[src/rtl/mux4_arb_pkg.sv]
//==============================================================================
// Module      : mux4_arb_pkg
// Description : Shared constants, FSM state encoding and round-robin search
//               helper for the 4-way arbitrated mux.
// Revision    : 1.0 - initial release
//==============================================================================
`default_nettype none

package mux4_arb_pkg;

    localparam int NUM_REQ = 4;
    localparam int SEL_W   = 2;

    typedef enum logic [0:0] {
        IDLE  = 1'b0,
        GRANT = 1'b1
    } state_t;

    typedef struct packed {
        logic             found;
        logic [SEL_W-1:0] idx;
    } pick_t;

    // First set request bit scanning upward from last+1, wrapping modulo NUM_REQ.
    function automatic pick_t rr_pick(input logic [NUM_REQ-1:0] req,
                                      input logic [SEL_W-1:0]   last);
        pick_t            res;
        logic [SEL_W-1:0] cand;
        res = '0;
        for (int k = 1; k <= NUM_REQ; k++) begin
            cand = last + SEL_W'(k);
            if (!res.found && req[cand]) begin
                res.found = 1'b1;
                res.idx   = cand;
            end
        end
        return res;
    endfunction

endpackage

`default_nettype wire

[src/rtl/mux4.sv]
//==============================================================================
// Module      : mux4
// Description : Plain combinational 4:1 single-bit multiplexer.
// Revision    : 1.0 - initial release
//==============================================================================
`default_nettype none

module mux4 (
    input  logic [1:0] sel,
    input  logic       a,
    input  logic       b,
    input  logic       c,
    input  logic       d,
    output logic       y
);

    always_comb begin
        y = 1'b0;
        case (sel)
            2'd0:    y = a;
            2'd1:    y = b;
            2'd2:    y = c;
            default: y = d;
        endcase
    end

endmodule

`default_nettype wire

[src/rtl/mux4_rr_arbiter.sv]
//==============================================================================
// Module      : mux4_rr_arbiter
// Description : Round-robin arbiter over four requesters driving a 4:1 data
//               mux. Optional hold timeout enabled by MUX4_ARB_TIMEOUT_EN.
// Revision    : 1.0 - initial release
//==============================================================================
`default_nettype none

module mux4_rr_arbiter
    import mux4_arb_pkg::*;
#(
    parameter int MAX_HOLD = 4,
    parameter int CNT_W    = 3
) (
    input  logic               clk,
    input  logic               reset,
    input  logic [NUM_REQ-1:0] req,
    input  logic               a,
    input  logic               b,
    input  logic               c,
    input  logic               d,
    output logic [NUM_REQ-1:0] gnt,
    output logic [SEL_W-1:0]   sel,
    output logic               busy,
    output logic               out
);

    state_t             r_state, w_state_nxt;
    logic [SEL_W-1:0]   r_sel,   w_sel_nxt;
    logic [SEL_W-1:0]   r_last,  w_last_nxt;
    logic               r_busy,  w_busy_nxt;
    logic [NUM_REQ-1:0] r_gnt,   w_gnt_nxt;
    pick_t              w_pick;
    logic               w_take;
    logic               w_mux;

`ifdef MUX4_ARB_TIMEOUT_EN
    localparam logic [CNT_W-1:0] c_hold_last = CNT_W'(MAX_HOLD - 1);

    logic [CNT_W-1:0]   r_cnt, w_cnt_nxt;
    logic               w_others;

    assign w_others = |(req & ~(NUM_REQ'(1) << r_sel));
`else
    // Configuration knobs kept for interface compatibility only.
    localparam int c_unused_cfg = MAX_HOLD + CNT_W;
`endif

    always_comb begin
        w_state_nxt = r_state;
        w_sel_nxt   = r_sel;
        w_last_nxt  = r_last;
        w_busy_nxt  = r_busy;
        w_take      = 1'b0;
        w_pick      = rr_pick(req, r_last);
`ifdef MUX4_ARB_TIMEOUT_EN
        w_cnt_nxt   = r_cnt;
`endif
        case (r_state)
            IDLE: begin
                if (w_pick.found)
                    w_take = 1'b1;
            end
            GRANT: begin
                // Owner bit is clear here, so any hit is a different requester.
                if (!req[r_sel]) begin
                    if (w_pick.found) begin
                        w_take = 1'b1;
                    end else begin
                        w_state_nxt = IDLE;
                        w_busy_nxt  = 1'b0;
                    end
                end
`ifdef MUX4_ARB_TIMEOUT_EN
                else if (r_cnt == c_hold_last) begin
                    if (w_others)
                        w_take = 1'b1;
                    else
                        w_cnt_nxt = '0;
                end else begin
                    w_cnt_nxt = r_cnt + CNT_W'(1);
                end
`endif
            end
            default: begin
                w_state_nxt = IDLE;
                w_busy_nxt  = 1'b0;
            end
        endcase

        if (w_take) begin
            w_state_nxt = GRANT;
            w_busy_nxt  = 1'b1;
            w_sel_nxt   = w_pick.idx;
            w_last_nxt  = w_pick.idx;
`ifdef MUX4_ARB_TIMEOUT_EN
            w_cnt_nxt   = '0;
`endif
        end

        w_gnt_nxt = '0;
        if (w_busy_nxt)
            w_gnt_nxt[w_sel_nxt] = 1'b1;
    end

    always_ff @(posedge clk or posedge reset) begin
        if (reset) begin
            r_state <= IDLE;
            r_sel   <= '0;
            r_last  <= SEL_W'(NUM_REQ - 1);
            r_busy  <= 1'b0;
            r_gnt   <= '0;
        end else begin
            r_state <= w_state_nxt;
            r_sel   <= w_sel_nxt;
            r_last  <= w_last_nxt;
            r_busy  <= w_busy_nxt;
            r_gnt   <= w_gnt_nxt;
        end
    end

`ifdef MUX4_ARB_TIMEOUT_EN
    always_ff @(posedge clk or posedge reset) begin
        if (reset)
            r_cnt <= '0;
        else
            r_cnt <= w_cnt_nxt;
    end
`endif

    mux4 u_mux4 (
        .sel (r_sel),
        .a   (a),
        .b   (b),
        .c   (c),
        .d   (d),
        .y   (w_mux)
    );

    assign gnt  = r_gnt;
    assign sel  = r_sel;
    assign busy = r_busy;
    assign out  = w_mux & r_busy;

endmodule

`default_nettype wire
[config.mk]
export PLATFORM = sky130hd
export DESIGN_NAME = mux4_rr_arbiter
export DESIGN_NICKNAME = d
export VERILOG_FILES = /design/src/rtl/mux4_arb_pkg.sv /design/src/rtl/mux4.sv /design/src/rtl/mux4_rr_arbiter.sv
export SDC_FILE = /design/constraint.sdc
export NUM_CORES = 1
export LEC_CHECK = 0
export BUFFER_PORTS_ARGS = -buffer_cell sky130_fd_sc_hd__buf_2
export CAP_MARGIN = 20
export CORE_MARGIN = 8
export CORE_UTILIZATION = 34
export DETAILED_ROUTE_END_ITERATION = 6
export GPL_TIMING_DRIVEN = 0
export PLACE_DENSITY_LB_ADDON = 0.3
export SYNTH_ARGS = -nofsm -noshare
export SYNTH_HDL_FRONTEND = slang
export SYNTH_SLANG_ARGS = --single-unit
[constraint.sdc]
create_clock -name clk -period 1.7 [get_ports clk]
set_input_delay 0.34 -clock clk [delete_from_list [all_inputs] [get_ports clk]]
set_output_delay 0.34 -clock clk [all_outputs]
set_load 0.01 [all_outputs]
# Word level (Yosys, flattened, before mapping)
# Index checks and enable logic that the tools add are counted.
# op_classes
n_eq_ne	2
n_lt_le_gt_ge	7
div_mod_pow	0
addsub	3
mul	0
n_reduce_logical	8
bitwise_logic	2
shift	0
mux	29
# op_table
cell	count
2-bit by 3-bit < comparator with 1-bit output, second input constant	6
1-bit 2-to-1 mux	15
3-bit 2-to-1 mux	4
1-bit binary-select mux with 2-bit select	5
2-bit adder, second input constant	2
1-bit logical AND	4
4-bit 2-to-1 mux	1
1-bit zero test	3
1-bit one-hot mux with 3 select lines	1
2-bit by 1-bit adder with 2-bit output, second input constant	1
1-bit demux with 2-bit select	1
2-bit by 1-bit == test with 1-bit output, second input constant	1
2-bit == test, second input constant	1
2-bit by 1-bit >= comparator with 1-bit output, second input constant	1
2-bit zero test	1
2-bit 2-to-1 mux	1
1-bit one-hot mux with 2 select lines	1
1-bit bitwise AND	1
1-bit inverter	1
# word_totals
romBits	0
ram_bits	0
latch_bits	0
inputBits	10
memories	0
word_cells	56
register_bits	10
out_inout_bits	8

# Depth between registers and ports, before layout
# Gate-level depths: netlist (run 1).
# depth
depth_word	22
ltp_mapped	5
ltp_nobuf	5

# Hierarchy
# A second synthesis (run 1) with hierarchy kept.
# hier_totals
cells_unflattened	57
hier_area_um2	596.8
# by_module_without_submodules
module	n_inst	area_each_um2	seq_area_each_um2	cells_each
mux4_rr_arbiter	1	574.3	252.7	56
mux4	1	22.5	0.0	1

# Least setup slack after synthesis (run 1)
# No wires, ideal clock.
# synth_path
path_kind	reg-to-reg
from	reg r_sel[0], in the netlist sel[0]
to	reg r_gnt[3], in the netlist gnt[3]
period_less_slack_ns	1.698
setup_ns	0.141
required_ns	1.559
path_stages_with_launch	5
t_arrival_ns	1.557
slack_ns	0.002
path_buffers	0
path_cell_list	dfrtp_1 mux4_2 and2_1 o211ai_2 o32ai_1
# synth_via
elab_chain_len	10
word_cells_on_any_way	14
classes_between	2 x order compare; 11 x mux; 1 x reduce/logical
# synth_rtl
element	line	rtl
start, declared	mux4_rr_arbiter.sv:29	logic [SEL_W-1:0] r_sel, w_sel_nxt;
start signal, assigned	mux4_rr_arbiter.sv:115	r_sel <= w_sel_nxt;
1-bit binary-select mux with 2-bit select	mux4_rr_arbiter.sv:66	if (!req[r_sel]) begin
1-bit 2-to-1 mux (implied by the code)	mux4_rr_arbiter.sv:66	
1-bit 2-to-1 mux	mux4_rr_arbiter.sv:66	
1-bit one-hot mux with 2 select lines	mux4_rr_arbiter.sv:59	case (r_state)
2-bit 2-to-1 mux	mux4_rr_arbiter.sv:91	if (w_take) begin
2-bit by 3-bit < comparator with 1-bit output (implied by the code) / 2-bit by 1-bit >= comparator with 1-bit output (equally long branches)	mux4_rr_arbiter.sv:103	w_gnt_nxt[w_sel_nxt] = 1'b1;
1-bit logical AND (implied by the code)	mux4_rr_arbiter.sv:103	
1-bit 2-to-1 mux (implied by the code)	mux4_rr_arbiter.sv:103	
1-bit demux with 2-bit select	mux4_rr_arbiter.sv:103	
4-bit 2-to-1 mux (*)	mux4_rr_arbiter.sv:102	if (w_busy_nxt)
via w_gnt_nxt[3]	mux4_rr_arbiter.sv:32	logic [NUM_REQ-1:0] r_gnt, w_gnt_nxt;
end signal, assigned	mux4_rr_arbiter.sv:118	r_gnt <= w_gnt_nxt;
end, declared	mux4_rr_arbiter.sv:32	
# Mark *: on every way through the listed nets, which the timed path passes. The rest lies on a longest branch. The select of a mux whose other input is x is not followed.
# A chain may end at the register's enable or synchronous reset.

# Final worst setup path (run 1)
# layout_path
from	reg r_sel[0], in the netlist sel[0]
to	out out
# layout_via
elab_chain_len	3
word_cells_on_any_way	5
classes_between	2 x eq/ne; 1 x mux; 1 x bitwise; 1 x reduce/logical
# layout_rtl
element	line	rtl
2-bit == test (tied with other cells)	mux4.sv:19	case (sel)
1-bit one-hot mux with 3 select lines (*)	mux4.sv:19	
1-bit bitwise AND (*)	mux4_rr_arbiter.sv:143	assign out = w_mux & r_busy;
end, declared	mux4_rr_arbiter.sv:25	output logic out
# Mark *: on every way between the ends. The rest lies on a longest branch, timed or not.

==> flow_summary_export.csv, run 1 <==
group,metric,value,unit
outcome,status,"finished, violations left",
outcome,violations,"setup timing",
setup_path,crit_path_max_incr_delay,0.49,ns
synth,netlist_instances,60,
synth,ys_warn_count,0,
power_and_ir_drop,p_leak,0.346,nW
power_and_ir_drop,p_per_area,1660,nW/um^2
synth,synth_fp_nets,70,
grt,grt_pass1_vias,481,
floorplanning,die_area,3470,um^2
timing,rsz0062_at_grt,"yes",
clocking,clock_latency,0.26,ns
setup_path,end_kind,"primary output",
setup_path,r2r-end,"gnt[3]",
timing,slew_viol_final,0,
clocking,cts_buffers,3,
floorplanning,row_count,15,
floorplanning,core-area,1730,um^2
cells_and_area,drive_gt1_frac,0.476,
setup_path,slowest_stage,"mux4_2",
clocking,cts.sink_count,10,
floorplanning,start_util,0.362,
timing,fmax,578,MHz
setup_path,reg2reg_from,"sel[0]",
setup_path,critical_path_arrival,1.39,ns
setup_path,reg2reg_depth,5,
cells_and_area,fill_cells,177,
setup_path,critical_path_class,"reg2out",
power_and_ir_drop,vdd_drop_max,589,uV
setup_path,reg2reg_slack,0.03,ns
cells_and_area,area_growth,29.0,%
cells_and_area,finalNetCount,93,
grt,antenna_found_initial,0,
detailed_routing,post_drt_wl_per_cell,12.9,um
synth,ys_seq_area_frac,0.404,
grt,grt_first_pass_wirelength,2.26,mm
clocking,clk_pin_slew,0.07,ns
timing,finalCritPeriodShare,1.02,
synth,async_flop_share,1.00,
detailed_routing,drt_wl_total,1.38,mm
cells_and_area,final_cell_mix,"16 x buf_2, 7 x nor2_1, 6 x dfrtp_1, 5 x a21oi_1, 4 x inv_1",
power_and_ir_drop,p_total,1.34,mW
timing,fin_worst_skew,0.0135,ns
setup_path,start_kind,"register",
floorplanning,fp.dieH,58.9,um
grt,grt_usage,0.0864,
synth,synth-seq-cells,10,
cells_and_area,multi_input_area,373,um^2
setup_path,cp.required,1.36,ns
min_path,min_path_type,"in2async",
grt,grt_max_degree,11,
detailed_routing,vias_per_cell,5.04,
place,gp_congestion,0.723,
floorplanning,ios,18,
clocking,cts-hold-fix-buffers,0,
timing,worstMarginPinSlew,0.545,ns
setup_path,crit_fanout,2,
timing,layout_min_cycle_time,1.73,ns
clocking,clock_tree.root_cell,"clkbuf_4",
place,hpwl,1.02,mm
detailed_routing,drcViolationCount,0,
clocking,tritoncts,"built",
clocking,cts_max_path_buffers,2,
timing,setup_tns,-0.0316,ns
timing,timing.final.ws_setup,-0.0316,ns
detailed_routing,firstDrtPassIters,4,
timing,finalHoldViolCount,0,
cells_and_area,final_common_cell,"buf_2",
synth,netlist_area,626,um^2
detailed_routing,drt_iter0_drc,22,
grt,overflow,0,
setup_path,crit_chain,"mux4_2 > and2_4 > buf_6",
flow_run,max_cap_violations,0,
timing,setup_viol,1,
detailed_routing,num_vias,539,
clocking,cts-htree-levels,1,
timing,slew_headroom,0.634,
synth,syn_area_per_cell,10.4,um^2
place,portBuffers,17,
synth,ys.flop_type,"dfrtp_1",
setup_path,crit_start,"sel[0]",
floorplanning,fp.dieW,58.9,um
cells_and_area,seq_area,255,um^2
setup_path,crit_end,"out",
synth,synth_cell_types,28,
detailed_routing,drtAntennaViolNets,0,
synth,synth_edf_count,0,
cells_and_area,diodes,0,
## critical path, delay by kind of cell (launching register included)
family	cells	cell delay (ns)
DFF	1	0.38
buffers and inverters	1	0.11
and+or+nand+nor	1	0.15
muxes	1	0.49
## power breakdown
part | internal [mW] | total (mW) | leakage, nW | switching (mW)
logic | 0.371 | 0.725 | 0.218 | 0.355
clock network | 0.0903 | 0.167 | 0.0150 | 0.0764
registers | 0.352 | 0.446 | 0.113 | 0.0938
## area by class of cell
class                      instances  share of cell area
multi-input combinational         45               0.462
sequential                        10               0.316
clock buffer                       4              0.0326
tap                               25              0.0388
inverter                           4              0.0186
timing repair buffer              19               0.132
## cells by family after synthesis
logic type | count (synthesis) | share of synthesized area
compound gates | 17 | 0.222
mux | 4 | 0.104
flops | 10 | 0.404
buf+inv | 5 | 0.0300
simple gates | 24 | 0.240
## Yosys cell counts (3+ instances only)
master,instances,share of area
a21oi_1,5,0.040
dfrtp_1,8,0.32
inv_1,4,0.024
nand2b_1,3,0.030
nor2_1,7,0.042
## metrics by stage
stage / utilization / hold slack, ns / area (um^2) / instances / setup slack (ns)
finish: 0.467 / 0.0246 / 807 / 107 / -0.0316
global route: 0.467 / 0.0671 / 807 / 107 / -0.0681
CTS: 0.454 / 0.0439 / 783 / 107 / -0.0383
detailed placement: 0.430 / 0.326 / 742 / 102 / -0.0542
global placement: 0.430 / 0.320 / 742 / 102 / -0.0371
floorplan: - / 0.179 / 626 / 60 / 0.00196
## how the worst min path moves through the flow
stage	end	slack (ns)	cells past startpoint
2_1_floorplan	busy	0.18	1
3_3_place_gp	r_state	0.32	2
3_5_place_dp	gnt[1]	0.33	2
4_1_cts	gnt[1]	0.04	2
5_1_grt	r_state	0.07	2
6_report	r_state	0.02	2
## state kept, by name, summed over array words and instances (netlist names)
| name | flops |
|---|---|
| busy | 1 |
| gnt | 4 |
| r_last | 2 |
| r_state | 1 |
| sel | 2 |
## routing by layer
| metal | global-route usage | share of wire | up-vias | routed length [um] |
|---|---|---|---|---|
| li1 | - | - | 268 | - |
| met1 | 0.115 | 0.52 | 246 | 711 |
| met2 | 0.115 | 0.39 | 23 | 542 |
| met3 | 0.0304 | 0.071 | 2 | 98 |
| met4 | 0.0512 | 0.017 | 0 | 23 |
| met5 | 0 | 0 | - | 0 |
## repair_timing
action | in CTS | in global routing
hold endpoints to repair | 0 | 0
pin swaps | 1 | 4
setup buffers | 2 | 0
setup endpoints to repair | 5 | 5
resized for setup | 2 | 5
No activity file was read; power rests on OpenSTA's default activity.
==> run 2: changes to the inputs <==
Settings changed: SETUP_SLACK_MARGIN set to 0.15.
Clock period 1.7 ns to 1.42 ns, I/O delays scaled along.
==> run 2 against run 1 <==
Effect of this change: the flow still finishes with violations (setup timing); die area stayed put; count of clock-buffer cells in the layout stayed put; register-to-register slack worse by 0.31 ns; final cell count is 1.9% higher; routed wire length is 7.3% higher; total power is 23% higher; flip-flop and latch count stayed put; cell area is 2.6% higher.
==> flow_summary_export.csv, run 2 (synthesis gave the netlist of run 1 again) <==
group,metric,value,unit
outcome,status,"finished, violations left",
outcome,violations,"setup timing",
floorplanning,fp.dieH,58.9,um
cells_and_area,final_cells,109,
detailed_routing,drcViolationCount,0,
timing,setup_tns,-2.19,ns
setup_path,slowest_stage,"mux4_2",
setup_path,crit_chain,"mux4_2 > and2_4 > buf_6",
power_and_ir_drop,p_comb_frac,0.570,
timing,slew_viol_final,0,
clocking,tritoncts,"built",
timing,worstMarginPinSlew,0.560,ns
grt,antenna_found_initial,0,
floorplanning,start_util,0.362,
cells_and_area,diodes,0,
detailed_routing,drt_wl_total,1.48,mm
setup_path,cp.required,1.14,ns
clocking,cts.sink_count,10,
setup_path,crit_fanout,3,
setup_path,critical_path_class,"reg2out",
timing,fin_worst_skew,0.00902,ns
detailed_routing,drt_iter0_drc,12,
setup_path,end_kind,"primary output",
timing,layout_min_cycle_time,1.71,ns
grt,grt_pass1_vias,552,
grt,grt_usage,0.0952,
detailed_routing,drtAntennaViolNets,0,
setup_path,start_kind,"register",
power_and_ir_drop,pwr-share-seq,0.308,
clocking,cts_buffers,3,
cells_and_area,final_common_cell,"buf_2",
setup_path,critical_path_arrival,1.42,ns
power_and_ir_drop,p_leak,0.358,nW
timing,finalCritPeriodShare,1.20,
floorplanning,die_area,3470,um^2
timing,timing.final.ws_setup,-0.289,ns
grt,overflow,0,
clocking,cts-htree-levels,1,
timing,holdWs,0.377,ns
cells_and_area,finalNetCount,95,
timing,setup_viol,10,
clocking,clk_pin_slew,0.06,ns
place,hpwl,1.14,mm
detailed_routing,num_vias,567,
clocking,clock_tree.root_cell,"clkbuf_4",
detailed_routing,post_drt_wl_per_cell,13.5,um
timing,slew_headroom,0.624,
min_path,min_path_type,"in2reg",
floorplanning,row_count,15,
power_and_ir_drop,p_sw,0.653,mW
grt,grt_max_degree,11,
power_and_ir_drop,clockPowerShare,0.122,
detailed_routing,firstDrtPassIters,4,
place,portBuffers,17,
clocking,clock_latency,0.27,ns
flow_run,max_cap_violations,0,
place,gp_congestion,0.732,
grt,grt_first_pass_wirelength,2.48,mm
floorplanning,ios,18,
cells_and_area,final_util,0.480,
cells_and_area,final_cell_mix,"16 x buf_2, 7 x dfrtp_1, 6 x nor2_1, 5 x a21oi_1, 4 x inv_1",
power_and_ir_drop,vdd_drop_max,838,uV
cells_and_area,area_growth,32.4,%
power_and_ir_drop,power.share.switching,0.398,
timing,fmax,585,MHz
timing,rsz0062_at_grt,"yes",
cells_and_area,largest_reg_flops,4,
floorplanning,core-area,1730,um^2
timing,finalHoldViolCount,0,
detailed_routing,vias_per_cell,5.20,
power_and_ir_drop,p_int,0.987,mW
setup_path,crit_path_max_incr_delay,0.49,ns
floorplanning,fp.dieW,58.9,um
clocking,cts_max_path_buffers,2,
power_and_ir_drop,p_per_area,1980,nW/um^2
place,dp_cells,102,
cells_and_area,drive_gt1_frac,0.476,
[run 2: per-layer routing]
layer | vias up | track usage | share of wire
li1 | 271 | - | -
met1 | 265 | 0.109 | 0.44
met2 | 26 | 0.140 | 0.44
met3 | 5 | 0.0348 | 0.083
met4 | 0 | 0.0717 | 0.033
met5 | - | 0 | 0
[run 2: area by class of cell]
cell class	instances	area, um^2
inverter	4	15.0
clock buffer	4	26.3
fill	178	898
buffer	1	5.00
timing repair buffer	20	116
tap	25	31.3
sequential	10	254
multi-input combinational	45	380
[run 2: critical path: cells and delay by family, from the launching register on]
kind                   cells  cell delay, ns
muxes                      1            0.49
DFF                        1            0.39
and+or+nand+nor            1            0.17
buffers and inverters      1            0.11
[run 2: timing repair]
item,CTS,global route
pin swaps,3,1
resized for setup,4,3
endpoints found under the hold margin,8,0
setup endpoints to repair,10,11
buffers inserted,2,0
hold buffers,1,0
[run 2: worst paths after layout]
| path | from | endpoint | slack (ns) | cells after the start |
|---|---|---|---|---|
| min | req[1] | r_state | 0.38 | 3 |
| min reg2reg | r_last[1] | r_last[1] | 0.53 | 2 |
| min in group asynchronous | reset | gnt[3] | 0.52 | 3 |
| max in group asynchronous | reset | r_last[0] | 0.58 | 3 |
| max reg2reg | sel[0] | gnt[1] | -0.28 | 5 |
| max | sel[0] | out | -0.29 | 3 |
[run 2: metrics by stage]
step / total power, mW / setup WS, ns / instance area, um^2
3_3_place_gp: 1.30 / -0.199 / 748
2_1_floorplan: 1.11 / -0.148 / 632
3_5_place_dp: 1.33 / -0.224 / 748
5_1_grt: 1.75 / -0.346 / 828
4_1_cts: 1.61 / -0.296 / 810
6_report: 1.64 / -0.289 / 828
[run 2: power groups by stage]
| stage | registers [mW] | clock network, mW | logic [mW] |
|---|---|---|---|
| 2_1_floorplan | 0.546 | 0 | 0.560 |
| 3_3_place_gp | 0.522 | 0 | 0.781 |
| 3_5_place_dp | 0.527 | 0 | 0.800 |
| 4_1_cts | 0.504 | 0.207 | 0.895 |
| 5_1_grt | 0.524 | 0.223 | 1.00 |
| 6_report | 0.505 | 0.200 | 0.935 |
